<file path="src/rtl/noc_pkt_rr_arbiter.sv">
// Packet-granular round-robin arbiter for one NOC router output port.
// A grant is held until FLITS_PER_PKT flits transfer; the priority pointer rotates on packet end.
module noc_pkt_rr_arbiter #(
   parameter int unsigned NUM_REQ       = 4,
   parameter int unsigned FLITS_PER_PKT = 5
) (
   input  logic                             clk,
   input  logic                             reset,
   input  logic [NUM_REQ-1:0]               req_i,
   input  logic                             xfer_i,
   output logic [NUM_REQ-1:0]               gnt_o,
   output logic [$clog2(NUM_REQ)-1:0]       gnt_idx_o,
   output logic                             busy_o,
   output logic [$clog2(FLITS_PER_PKT)-1:0] flit_cnt_o,
   output logic                             pkt_end_o
);

   localparam int unsigned IDX_W = $clog2(NUM_REQ);
   localparam int unsigned CNT_W = $clog2(FLITS_PER_PKT);
   localparam logic [IDX_W-1:0] LAST_IDX = IDX_W'(NUM_REQ - 1);
   localparam logic [CNT_W-1:0] LAST_CNT = CNT_W'(FLITS_PER_PKT - 1);

   typedef enum logic {
      IDLE,
      BUSY
   } state_t;

   state_t             state_q, state_d;
   logic [IDX_W-1:0]   ptr_q, ptr_d;
   logic [NUM_REQ-1:0] gnt_d;
   logic [IDX_W-1:0]   idx_d;
   logic [CNT_W-1:0]   cnt_d;

   logic [IDX_W-1:0]   ptr_inc;
   logic [IDX_W-1:0]   arb_base;
   logic [IDX_W:0]     cand;
   logic               win_found;
   logic [IDX_W-1:0]   win_idx;

   assign busy_o    = (state_q == BUSY);
   assign pkt_end_o = busy_o & xfer_i & (flit_cnt_o == LAST_CNT);

   // Explicit wrap keeps the increment correct for non-power-of-two NUM_REQ.
   assign ptr_inc  = (gnt_idx_o == LAST_IDX) ? '0 : gnt_idx_o + IDX_W'(1);
   assign arb_base = pkt_end_o ? ptr_inc : ptr_q;

   always_comb begin
      win_found = 1'b0;
      win_idx   = '0;
      cand      = '0;
      for (int unsigned i = 0; i < NUM_REQ; i++) begin
         cand = {1'b0, arb_base} + (IDX_W + 1)'(i);
         if (cand >= (IDX_W + 1)'(NUM_REQ)) begin
            cand = cand - (IDX_W + 1)'(NUM_REQ);
         end
         if (!win_found && req_i[cand[IDX_W-1:0]]) begin
            win_found = 1'b1;
            win_idx   = cand[IDX_W-1:0];
         end
      end
   end

   always_comb begin
      state_d = state_q;
      ptr_d   = ptr_q;
      gnt_d   = gnt_o;
      idx_d   = gnt_idx_o;
      cnt_d   = flit_cnt_o;
      case (state_q)
         IDLE: begin
            if (win_found) begin
               state_d = BUSY;
               gnt_d   = NUM_REQ'(1) << win_idx;
               idx_d   = win_idx;
               cnt_d   = '0;
            end
         end
         BUSY: begin
            if (xfer_i) begin
               if (pkt_end_o) begin
                  // Re-arbitrate on the tail flit so back-to-back packets leave no bubble.
                  ptr_d = ptr_inc;
                  cnt_d = '0;
                  if (win_found) begin
                     gnt_d = NUM_REQ'(1) << win_idx;
                     idx_d = win_idx;
                  end else begin
                     state_d = IDLE;
                     gnt_d   = '0;
                     idx_d   = '0;
                  end
               end else begin
                  cnt_d = flit_cnt_o + CNT_W'(1);
               end
            end
         end
         default: begin
            state_d = IDLE;
            gnt_d   = '0;
            idx_d   = '0;
            cnt_d   = '0;
         end
      endcase
   end

   always_ff @(posedge clk or negedge reset) begin
      if (!reset) begin
         state_q    <= IDLE;
         ptr_q      <= '0;
         gnt_o      <= '0;
         gnt_idx_o  <= '0;
         flit_cnt_o <= '0;
      end else begin
         state_q    <= state_d;
         ptr_q      <= ptr_d;
         gnt_o      <= gnt_d;
         gnt_idx_o  <= idx_d;
         flit_cnt_o <= cnt_d;
      end
   end

endmodule

</file>
<file path="config.mk">
export PLATFORM = sky130hd
export DESIGN_NAME = noc_pkt_rr_arbiter
export DESIGN_NICKNAME = d
export VERILOG_FILES = /design/src/rtl/noc_pkt_rr_arbiter.sv
export SDC_FILE = /design/constraint.sdc
export NUM_CORES = 1
export LEC_CHECK = 0
export CAP_MARGIN = 20
export CORE_UTILIZATION = 30
export CTS_CLUSTER_SIZE = 25
export DETAILED_ROUTE_END_ITERATION = 16
export PLACE_DENSITY = 0.62
export SLEW_MARGIN = 20
export SYNTH_ARGS = -nofsm -noshare
export SYNTH_HDL_FRONTEND = slang
export SYNTH_SLANG_ARGS = --single-unit
</file>
<file path="constraint.sdc">
create_clock -name clk -period 2.75 [get_ports clk]
set_input_delay 0.275 -clock clk [delete_from_list [all_inputs] [get_ports clk]]
set_output_delay 0.275 -clock clk [all_outputs]
set_load 0.1 [all_outputs]
</file>
* Word level (Yosys, flattened, before mapping) *
Cells that the tools add are included.
W data, S select, Z words.

operators by class
  add/subtract/negate cells = 9
  $mul = 0
  div/mod/pow operators = 0
  magnitude comparators = 8
  equality and inequality tests = 5
  shift-type cells = 1
  multiplexer cells = 40
  bitwise operators = 3
  reductions and logical operators = 9

operators with widths
  kind                   number
  $mux W2                14
  $mux W4                4
  $lt A2 B3 Y1 const B   4
  $mux W1                11
  $ge A3 B3 Y1 const B   3
  $mux W3                3
  $bmux W1 S2            4
  $pmux W4 S2            1
  $sub A2 B1 Y2 const B  4
  $add A2 B2 Y3 const B  2
  $ne A2 B2 Y1 const B   3
  $pmux W3 S2            1
  $pmux W2 S2            1
  $reduce_and A2 Y1      2
  $shl A1 B2 Y4 const A  1
  $add A2 B1 Y3 const B  1
  $add A3 B1 Y3 const B  1
  $eq A3 B3 Y1 const B   1
  $ge A2 B3 Y1 const B   1
  $logic_and A1 B1 Y1    3
  $logic_not A1 Y1       3
  $reduce_and A3 Y1      1
  $add A2 B1 Y2 const B  1
  $and A1 B1 Y1          2
  3 further kinds        3

word-level totals
  register bits = 12
  latch bits = 0
  RAM bits = 0
  ROM bits = 0
  input bits = 7
  logic and storage cells = 80
  memories = 0

* Longest topological paths before layout *
Gate-level depths: netlist (run 1).

  word-level depth = 22
  depth in mapped cells = 8
  gate-level depth less buffers = 8

* Worst setup path before layout (run 1) *
No wires, ideal clock.

  path kind = register to register
  from = register flit_cnt_o[0]
  to = register gnt_o[0]
  arrival = 2.586 ns
  data required time = 2.672 ns
  setup slack = 0.086 ns
  cell stages (with the launch flop) = 9
  path through = dfrtp_1 -> inv_1 -> ha_1 -> nand4_4 -> inv_2 -> o21ai_0 -> o2bb2a_4 -> or3_1 -> a21oi_1

between the ends
  cells in the longest elaborated chain, start to end = 22

ends and longest elaborated chain
  item                                                                    line  RTL
  start: declaration                                                      14    output logic [$clog2(FLITS_PER_PKT)-1:0] flit_cnt_o,
  start signal: assignment                                                118   flit_cnt_o <= cnt_d;
  $eq A3 B3 Y1 *                                                          41    assign pkt_end_o = busy_o & xfer_i & (flit_cnt_o == LAST_CNT);
  $and A1 B1 Y1 *                                                         41
  net pkt_end_o                                                           15    output logic pkt_end_o
  parallel branches: the longest is 20 deep, another holds $add A2 B1 Y3  -
  end signal: assignment                                                  116   gnt_o <= gnt_d;
  end: declaration                                                        11    output logic [NUM_REQ-1:0] gnt_o,

Mark *: on every way through the listed nets, which the timed path passes. The select of a mux whose other input is x is not followed.
A chain may end at the register's enable or synchronous reset.

* Final worst setup path (run 1) *
  from = register gnt_idx_o[0]
  to = register gnt_o[3]

between the ends
  cells in the longest elaborated chain, start to end = 22

ends and longest elaborated chain
  item                                                                    line  RTL
  start: declaration                                                      12    output logic [$clog2(NUM_REQ)-1:0] gnt_idx_o,
  start signal: assignment                                                117   gnt_idx_o <= idx_d;
  $add A2 B1 Y2 / $eq A2 B2 Y1 (equally long branches)                    44    assign ptr_inc = (gnt_idx_o == LAST_IDX) ? '0 : gnt_idx_o + IDX_W'(1);
  $mux W2 *                                                               44
  $mux W2 *                                                               -
  parallel branches: the longest is 19 deep, another holds $add A2 B1 Y3  -

Mark *: on every way between the ends. The select of a mux whose other input is x is not followed.

==> metrics.md, run 1 <==
| Metric | Value |
|---|---|
| Fmax achieved | 0.4547 GHz |
| Worst path max stage delay | 0.46 ns |
| Buf+Inv Stages, Crit Path | 0 |
| First-pass GRT wire length | 3.387 mm |
| Hold slack | 0.3495 ns |
| Outcome | complete, no violations |
| Most common cell after layout, fill and taps aside | o21ai_0 |
| Setup TNS | 0 ns |
| Post-synthesis sequential area ratio | 0.3582 |
| Class of the worst hold path | primary input to async pin |
| CP arrival | 2.40 ns |
| Worst IR Drop VDD | 0.8507 mV |
| Wire per inst | 13.92 µm |
| Die W | 54.86 µm |
| Lkg Pwr | 0.4671 nW |
| Initial DRC count | 14 |
| Switching power | 778.8 µW |
| Sw Share | 0.5712 |
| Critical Path RT | 2.95 ns |
| Vias per cell | 5.400 |
| CP Cell Sequence | ha_1 > or3b_1 > a32o_1 > o22ai_2 > o21ai_0 > a21oi_1 |
| DRC | 0 |
| Worst-Margin Slew | 0.5529 ns |
| Cts bufs inserted | 3 |
| Pwr dens | 1273 mW/mm² |
| CP startpoint kind | flop |
| Tmin final | 2.199 ns |
| Cell family with most CP delay | compound AO/OA/AOI/OAI gates |
| Clk pwr share | 0.105 |
| GRT Total Usage | 0.1588 |
| Yosys cell types | 33 |
| Hold-fix buffers at CTS | 0 |
| Mapped Area | 838.3 µm² |
| Yosys reg bits | 12 |
| Mapped Cells | 94 |
| Routability Congestion | 0.8079 |
| Vias in the first global route | 746 |
| Final hold viol count | 0 |
| CP max stage cell | dfrtp_1 |
| CP Capture Type | flop |
| H-tree levels | 1 |
| Final setup skew | 0.002821 ns |
| Clock-pin slew on the worst setup and hold paths | 0.08 ns |
| Comb pwr share | 0.659 |
| R2R cell count | 6 |
| Core box area | 0.002567 mm² |
| Critical R2R Launch | gnt_idx_o[0] |
| Root buf cell | clkbuf_4 |
| Drt first pass iters | 4 |
| Most used cells in the layout excluding fill and tap cells | o21ai_0 (17), nand2_1 (12), dfrtp_1 (12) |
| Die area | 0.003010 mm² |
| Largest net degree at the start of global routing | 15 |
| Initial antenna violation count | 0 |
| Max cap viols | 0 |
| Final period utilization | 0.7997 |
| Pint | 584.6 µW |
| Yosys warns | 0 |
| Antenna-violating nets left | 0 |
| Via count | 783 |
| Critical path peak fanout | 9 |
| Detail Placement HPWL | 1.496 mm |
| Port Buffers | 17 |
| Nets | 126 |
| Die H | 54.86 µm |
| Clock buffer depth | 2 |
| Fin. max-slew vios | 0 |
| Row cnt | 18 |
| Mean Syn Cell Area | 8.918 µm² |
| Later-pin clock latency in the skew report | 0.28 ns |
| CTS tree | yes |
| Ports | 18 |
| Reg power frac | 0.236 |
| DRT Wirelength | 2.019 mm |
| Post-CTS setup buffer count | 0 |
| WS Path Type | flop to flop |
| Synth Net Count | 104 |
| Area growth syn-to-layout | 27.76% |
| Final setup violating endpoints | 0 |
| Gr ovfl total | 0 |
| # clock sinks | 12 |
| Worst-case headroom to the max-slew limit | 0.6302 |
| Worst R2R Setup Slack | 0.55 ns |
| Worst reg2reg path endpoint | gnt_o[3] |
| Starting Density | 0.3265 |
| Share of cells above drive strength 1 | 0.2348 |
| Antenna diode count | 0 |
| RSZ-0062 raised after global routing | false |
| Post-cts sizing count | 0 |
worst register-to-register path, delay by kind of cell (launching register included):
kind	cells	cell delay, ns
adder cells (fa/ha/maj)	1	0.44
AND/OR/NAND/NOR	1	0.38
flip-flops	1	0.46
AO/OA/AOI/OAI	4	0.85
cell usage after synthesis:
library cell	n	area [µm²]
a21boi_0	1	7.510
a21oi_1	6	30.03
a2bb2o_4	1	20.02
a31oi_1	1	6.260
a32o_1	2	20.02
clkbuf_1	1	3.750
dfrtp_1	12	300.3
ha_1	3	37.54
inv_1	4	15.01
inv_2	1	3.750
mux2_2	1	11.26
mux2i_1	2	20.02
nand2_1	12	45.04
nand2b_2	1	8.760
nand3_1	2	10.01
nand4_4	1	21.27
nor2_1	6	22.52
nor2_4	1	11.26
nor3_1	2	10.01
nor3_2	1	10.01
o211a_1	1	10.01
o21ai_0	17	85.08
o21ai_1	3	15.01
o21bai_1	1	7.510
o221ai_1	1	8.760
o22ai_2	1	12.51
o2bb2a_4	1	20.02
o31ai_1	1	7.510
or2_4	1	8.760
or3_1	2	12.51
or3b_1	2	17.52
or4_1	1	7.510
or4_4	1	11.26
metrics by stage:
stage | instances | instance area (µm²) | power [mW] | setup WS, ns | util
detailed placement | 141 | 1035 | 1.226 | 0.5586 | 0.4030
CTS | 145 | 1071 | 1.374 | 0.5656 | 0.4172
global route | 145 | 1071 | 1.455 | 0.4422 | 0.4172
finish | 145 | 1071 | 1.363 | 0.5508 | 0.4172
floorplan | 94 | 838.3 | 1.027 | 0.08600 | -
global placement | 141 | 1035 | 1.201 | 0.5903 | 0.4030
worst max path at each step:
stage                     cells after the start  endpoint          start  slack, ns
after floorplan                               8  gnt_o[0]  flit_cnt_o[0]       0.09
after global placement                        6  gnt_o[1]       req_i[1]       0.59
after detailed placement                      6  gnt_o[1]       req_i[1]       0.56
after CTS                                     6  gnt_o[3]   gnt_idx_o[0]       0.57
after global routing                          6  gnt_o[3]   gnt_idx_o[0]       0.44
final                                         6  gnt_o[3]   gnt_idx_o[0]       0.55
registers in the layout, summed over array words and instances (netlist names):
| signal | cells |
|---|---|
| busy_o | 1 |
| ptr_q | 2 |
| gnt_o | 4 |
| flit_cnt_o | 3 |
| gnt_idx_o | 2 |
area by class of cell:
class / count / area, µm²
Multi-Input combinational cell: 76 / 515.5
Inverter: 5 / 18.77
Clock buffer: 4 / 36.28
Timing Repair Buffer: 18 / 162.7
Fill cell: 252 / 1496
Tap cell: 30 / 37.54
Sequential cell: 12 / 300.3
per-layer routing:
layer / vias up / track usage / routed length, µm / part of all wire
li1: 394 / - / - / -
met1: 371 / 0.1957 / 947 / 0.47
met2: 16 / 0.2691 / 961 / 0.48
met3: 2 / 0.05278 / 102 / 0.051
met4: 0 / 0.02564 / 8 / 0.0040
met5: - / 0 / 0 / 0
cell families (layout without fill, tap and decap cells):
kind of cell	Yosys count	count (layout)	synth area share
AOI/OAI and AO/OA	37	37	0.2985
adders and majority gates	3	3	0.04478
buffers and inverters	6	27	0.02685
DFF	12	12	0.3582
muxes	3	3	0.03731
and+or+nand+nor	33	33	0.2343
power groups by stage:
stage                     clock (mW)  sequential, mW  combinational (mW)
after floorplan                    0           0.715               0.313
after global placement             0           0.321               0.880
after detailed placement           0           0.326               0.900
after CTS                      0.149           0.322               0.902
after global routing           0.161           0.335               0.959
final                          0.143           0.322               0.898
Power figures use the tool's default switching activity.
==> inputs of run 2 (changes only) <==
--- a/config.mk
+++ b/config.mk
@@ -9,7 +9,7 @@
 export CORE_UTILIZATION = 30
 export CTS_CLUSTER_SIZE = 25
 export DETAILED_ROUTE_END_ITERATION = 16
-export PLACE_DENSITY = 0.62
+export PLACE_DENSITY = 0.64
 export SLEW_MARGIN = 20
 export SYNTH_ARGS = -nofsm -noshare
 export SYNTH_HDL_FRONTEND = slang
==> constraint.sdc (replaced) <==
create_clock -name clk -period 1.9 [get_ports clk]
set_input_delay 0.19 -clock clk [delete_from_list [all_inputs] [get_ports clk]]
set_output_delay 0.19 -clock clk [all_outputs]
set_load 0.1 [all_outputs]
==> run 2 against run 1 <==
The run now ends with setup timing left. Sequential share of layout area is 2.8 points lower. Cell count up 12%. Global-route usage increased by 1.2 points. Critical path depth unchanged. Clock power increased by 20%. Via count grew 11%. Clock-buffer cell count unchanged. First-iteration DRC count rose by 7.1%. Flip-flop and latch count unchanged. Clock skew about the same. Core utilization rose by 7.3 points. Register-to-register slack got worse by 0.59 ns.
==> metrics.md, run 2 (synthesis gave the netlist of run 1 again) <==
| Metric | Value |
|---|---|
| Clock buffer depth | 2 |
| Placement Setup Slack | -0.1043 ns |
| Post-layout util | 0.4903 |
| Fin. max-slew vios | 0 |
| Critical Path RT | 2.07 ns |
| Max cap viols | 0 |
| Reg power frac | 0.224 |
| Class of the worst hold path | primary input to async pin |
| Final period utilization | 1.019 |
| Ports | 18 |
| Fin cells | 163 |
| Worst IR Drop VDD | 1.139 mV |
| Row cnt | 18 |
| Met2 usage | 0.2751 |
| Nets | 144 |
| Worst-case headroom to the max-slew limit | 0.6132 |
| RSZ-0062 raised after global routing | true |
| Vias per cell | 5.331 |
| Hold-fix buffers at CTS | 0 |
| Failing checks | setup timing |
| Via count | 869 |
| CTS tree | yes |
| DP Cell Count | 159 |
| First-pass GRT wire length | 3.622 mm |
| Final setup skew | 0.003236 ns |
| Die W | 54.86 µm |
| Top flop regs | gnt_o x4, flit_cnt_o x3 |
| Die H | 54.86 µm |
| Share of cells above drive strength 1 | 0.4361 |
| Pwr dens | 1716 mW/mm² |
| # clock sinks | 12 |
| Met3 Use GR | 0.06111 |
| Initial DRC count | 15 |
| Worst Slack Setup Final | -0.03585 ns |
| WS Path Type | flop to flop |
| Clk pwr share | 0.080 |
| Root buf cell | clkbuf_4 |
| CP Capture Type | flop |
| Core box area | 0.002567 mm² |
| Fmax achieved | 0.5166 GHz |
| Most flops, register | gnt_o |
| Sw Share | 0.5507 |
| Die area | 0.003010 mm² |
| DRC | 0 |
| Lkg Pwr | 0.5446 nW |
| Later-pin clock latency in the skew report | 0.28 ns |
| Multi-input gate area | 549.3 µm² |
| Routability Congestion | 0.8162 |
| Clock-pin slew on the worst setup and hold paths | 0.08 ns |
| DRT Wirelength | 2.182 mm |
| Critical R2R Launch | gnt_idx_o[1] |
| Global route hottest layer | met2 |
| GRT Total Usage | 0.1712 |
| Drt first pass iters | 5 |
| Vias in the first global route | 828 |
| Gr ovfl total | 0 |
| Worst-Margin Slew | 0.5785 ns |
| Switching power | 1.190 mW |
| Antenna-violating nets left | 0 |
| Critical path peak fanout | 4 |
| Final hold viol count | 0 |
| Comb pwr share | 0.697 |
| Worst reg2reg path endpoint | gnt_o[1] |
| Sequential cell area | 317.8 µm² |
| Filler cell count | 254 |
| Wire per inst | 13.39 µm |
| Area growth syn-to-layout | 50.15% |
| Cts bufs inserted | 3 |
| Port Buffers | 17 |
| Largest net degree at the start of global routing | 15 |
| Final setup violating endpoints | 3 |
| R2R cell count | 6 |
| Most used cells in the layout excluding fill and tap cells | buf_4 (28), o21ai_0 (14), nand2_1 (12) |
| Max FFs per register | 4 |
| Most common cell after layout, fill and taps aside | buf_4 |
| H-tree levels | 1 |
| Tmin final | 1.936 ns |
| Starting Density | 0.3265 |
| CP startpoint kind | flop |
| Grt met1 use | 0.2180 |
| Pint | 970.5 µW |
| Antenna diode count | 0 |
| CP arrival | 2.11 ns |
| Initial antenna violation count | 0 |
| Outcome | finished, violations left |
| Worst R2R Setup Slack | -0.04 ns |
| Detail Placement HPWL | 1.636 mm |
==> run 2: changes by cell type in the layout (fill, tap and decap cells not counted), moves of 3 or more <==
cell | previous run | this run
dfrtp_4 | 0 | 4
dfrtp_1 | 12 | 6
buf_4 | 11 | 28
o21ai_0 | 17 | 14
o21ai_1 | 3 | 6
==> run 2: critical path: stages, from the launching register on <==
cell and delay (ns):
dfrtp_4 0.49, ha_4 0.17, or4_1 0.51, a31oi_1 0.19, o2bb2a_4 0.18, nor2_2 0.06
a2bb2o_4 0.23
==> run 2: timing repair <==
action | in CTS | in global routing
hold endpoints to repair | 0 | 0
resized for setup | 2 | 4
endpoints found under the setup margin | 5 | 7
setup buffers | 0 | 0
pin swaps | 2 | 1
==> run 2: how the worst max path moves through the flow <==
stage                        from  endpoint  slack [ns]  cells after the start
global placement         req_i[1]  gnt_o[1]       -0.08                      6
CTS                  gnt_idx_o[1]  gnt_o[1]       -0.03                      6
finish               gnt_idx_o[1]  gnt_o[1]       -0.04                      6
global route         gnt_idx_o[0]  gnt_o[3]        -0.1                      6
floorplan           flit_cnt_o[0]  gnt_o[1]       -0.15                      8
detailed placement       req_i[1]  gnt_o[1]       -0.10                      6
==> run 2: area by class of cell <==
type	count	share of cell area
clock buffers	4	0.02087
inverters	5	0.02087
multi-input cells	76	0.4364
flip-flops and latches	12	0.2525
well taps	30	0.02982
repair buffers	36	0.2396
==> run 2: per-stage QoR <==
step | cell area (µm²) | setup TNS, ns | total power, mW | hold slack, ns
after floorplan | 880.8 | -0.6016 | 1.562 | -0.1056
after global placement | 1212 | -0.1543 | 1.928 | 0.5196
after detailed placement | 1212 | -0.2903 | 1.952 | 0.5216
after CTS | 1247 | -0.07431 | 2.151 | 0.3012
after global routing | 1259 | -0.4104 | 2.292 | 0.3250
final | 1259 | -0.06536 | 2.160 | 0.2737
==> run 2: power groups by stage <==
stage / clock [mW] / combinational, mW / sequential (mW)
floorplan: 0 / 0.485 / 1.08
global placement: 0 / 1.44 / 0.483
detailed placement: 0 / 1.46 / 0.489
CTS: 0.178 / 1.49 / 0.484
global route: 0.190 / 1.60 / 0.498
finish: 0.172 / 1.51 / 0.483
==> run 2: metal layers <==
metal / wire length [µm] / share of wire
met2: 1072 / 0.49
met4: 12 / 0.0055
met3: 129 / 0.059
met5: 0 / 0
met1: 968 / 0.44
==> inputs of run 3 (changes only) <==
--- a/config.mk
+++ b/config.mk
@@ -6,10 +6,11 @@
 export NUM_CORES = 1
 export LEC_CHECK = 0
 export CAP_MARGIN = 20
-export CORE_UTILIZATION = 30
+export CORE_MARGIN = 8
+export CORE_UTILIZATION = 44
 export CTS_CLUSTER_SIZE = 25
 export DETAILED_ROUTE_END_ITERATION = 16
-export PLACE_DENSITY = 0.64
+export PLACE_DENSITY = 0.83
 export SLEW_MARGIN = 20
 export SYNTH_ARGS = -nofsm -noshare
 export SYNTH_HDL_FRONTEND = slang
==> run 3 against run 2 <==
The run still ends with setup timing left. Flip-flop and latch count is the same. Total power increased by 7.3%. Die area up 18%. Cell area grew 1.7%. Clock-buffer cell count did not move. Core utilization is 24 points higher. Register-to-register slack got worse by 0.06 ns. First-iteration DRC count increased by 110%. Largest power group unchanged.
==> metrics.md, run 3 (synthesis gave the netlist of run 1 again) <==
| Metric | Value |
|---|---|
| Final Power | 2.318 mW |
| Max cap viols | 0 |
| Most used cells in the layout excluding fill and tap cells | buf_4 (26), o21ai_0 (13), nand2_1 (12) |
| Antenna-violating nets left | 0 |
| Cts bufs inserted | 3 |
| Share of cells above drive strength 1 | 0.4692 |
| Gr ovfl total | 0 |
| Final setup skew | 0.0008733 ns |
| Top flop regs | gnt_o x4, flit_cnt_o x3 |
| Pwr dens | 1811 mW/mm² |
| Critical path peak fanout | 4 |
| RSZ-0062 raised after global routing | true |
| Sequential cell area | 317.8 µm² |
| H-tree levels | 1 |
| WS Path Type | flop to flop |
| Fmax achieved | 0.5004 GHz |
| Most common cell after layout, fill and taps aside | buf_4 |
| Worst IR Drop VDD | 1.292 mV |
| First-pass GRT wire length | 4.036 mm |
| Die area | 0.003558 mm² |
| Largest net degree at the start of global routing | 15 |
| Failing checks | setup timing |
| Vias per cell | 5.994 |
| CP Capture Type | flop |
| Worst path max stage delay | 0.56 ns |
| Nets | 141 |
| Initial DRC count | 31 |
| Setup TNS | -0.3421 ns |
| Antenna diode count | 0 |
| Initial antenna violation count | 0 |
| Final hold viol count | 0 |
| DP Cell Count | 150 |
| Hold-fix buffers at CTS | 0 |
| CP max stage cell | or4_4 |
| Detail Placement HPWL | 1.787 mm |
| Fin cells | 155 |
| Fin. max-slew vios | 0 |
| Core box area | 0.001764 mm² |
| Routability Congestion | 0.8624 |
| Worst-case headroom to the max-slew limit | 0.5867 |
| Tmin final | 1.998 ns |
| # clock sinks | 12 |
| Cell family with most CP delay | simple AND/OR/NAND/NOR gates |
| Row cnt | 15 |
| Clock-pin slew on the worst setup and hold paths | 0.08 ns |
| CP Cell Sequence | ha_4 > or4_4 > a31oi_4 > o2bb2a_4 > nor2_4 > a2bb2o_4 |
| DRC | 0 |
| Clock buffer depth | 2 |
| Die W | 59.65 µm |
| CTS tree | yes |
| Ports | 18 |
| CP startpoint kind | flop |
| DRT Wirelength | 2.611 mm |
| Critical Path RT | 2.08 ns |
| Port Buffers | 17 |
| Buf+Inv Stages, Crit Path | 0 |
| Vias in the first global route | 861 |
| GRT Total Usage | 0.1497 |
| Multi-input gate area | 593.1 µm² |
| Wire per inst | 16.85 µm |
| Drt first pass iters | 4 |
| Lkg Pwr | 0.5413 nW |
| Filler cell count | 140 |
| Area growth syn-to-layout | 52.69% |
| Final period utilization | 1.052 |
| Post-layout util | 0.7255 |
| Class of the worst hold path | primary input to async pin |
| Worst-Margin Slew | 0.6157 ns |
| CP arrival | 2.18 ns |
| Later-pin clock latency in the skew report | 0.28 ns |
| Outcome | finished, violations left |
| Die H | 59.65 µm |
| Worst Slack Setup Final | -0.09824 ns |
| Via count | 929 |
| Root buf cell | clkbuf_4 |
| Starting Density | 0.4752 |
| Most flops, register | gnt_o |
| Final setup violating endpoints | 6 |
| Max FFs per register | 4 |
## run 3: cell count changes in the layout (fill, tap and decap cells not counted), sizes merged
cell	delta
buf	-3
## run 3: worst register-to-register path: stages, from the launching register on
cell      delay, ns
dfrtp_4        0.50
ha_4           0.18
or4_4          0.56
a31oi_4        0.17
o2bb2a_4       0.20
nor2_4         0.05
a2bb2o_4       0.23
## run 3: path summary, 6_finish.rpt
kind                            cells past startpoint  slack (ns)     startpoint             to
max in group asynchronous                           1        1.19          reset  flit_cnt_o[1]
worst min-delay path                                1        0.27          reset       gnt_o[3]
worst max-delay path                                6        -0.1   gnt_idx_o[0]       gnt_o[1]
min in group clk                                    1        0.54  flit_cnt_o[2]  flit_cnt_o[2]
worst min register to register                      1        0.54  flit_cnt_o[2]  flit_cnt_o[2]
worst max register to register                      6        -0.1   gnt_idx_o[0]       gnt_o[1]
## run 3: repair_timing
item | CTS | global route
pin swaps | 3 | 6
gates resized for setup | 6 | 8
endpoints found under the setup margin | 5 | 5
setup buffers | 0 | 1
## run 3: per-layer routing
metal,up-vias,track usage,routed length [µm]
met5,-,0,0
met4,0,0.09864,78
met3,9,0.02141,114
met2,37,0.2477,1338
met1,459,0.1743,1079
li1,424,-,-
## run 3: layout make-up
type                            count  share of cell area
Inverter                            5             0.02053
Timing Repair Buffer               33              0.2151
Clock buffer                        4             0.02835
Tap cell                           25             0.02444
Multi-Input combinational cell     76              0.4633
Sequential cell                    12              0.2483
## run 3: metrics by stage
step | area, µm² | hold slack, ns | worst slack, ns
floorplan | 880.8 | -0.1056 | -0.1486
global placement | 1176 | 0.5110 | -0.04685
detailed placement | 1176 | 0.5293 | -0.1535
CTS | 1235 | 0.2958 | -0.05698
global route | 1280 | 0.2957 | -0.1230
finish | 1280 | 0.2719 | -0.09824
## run 3: where the power goes
group	total [mW]	switching (mW)	internal, mW
clock network	0.216	0.0993	0.117
registers	0.497	0.117	0.380
logic	1.60	1.07	0.538
total	2.32	1.28	1.04
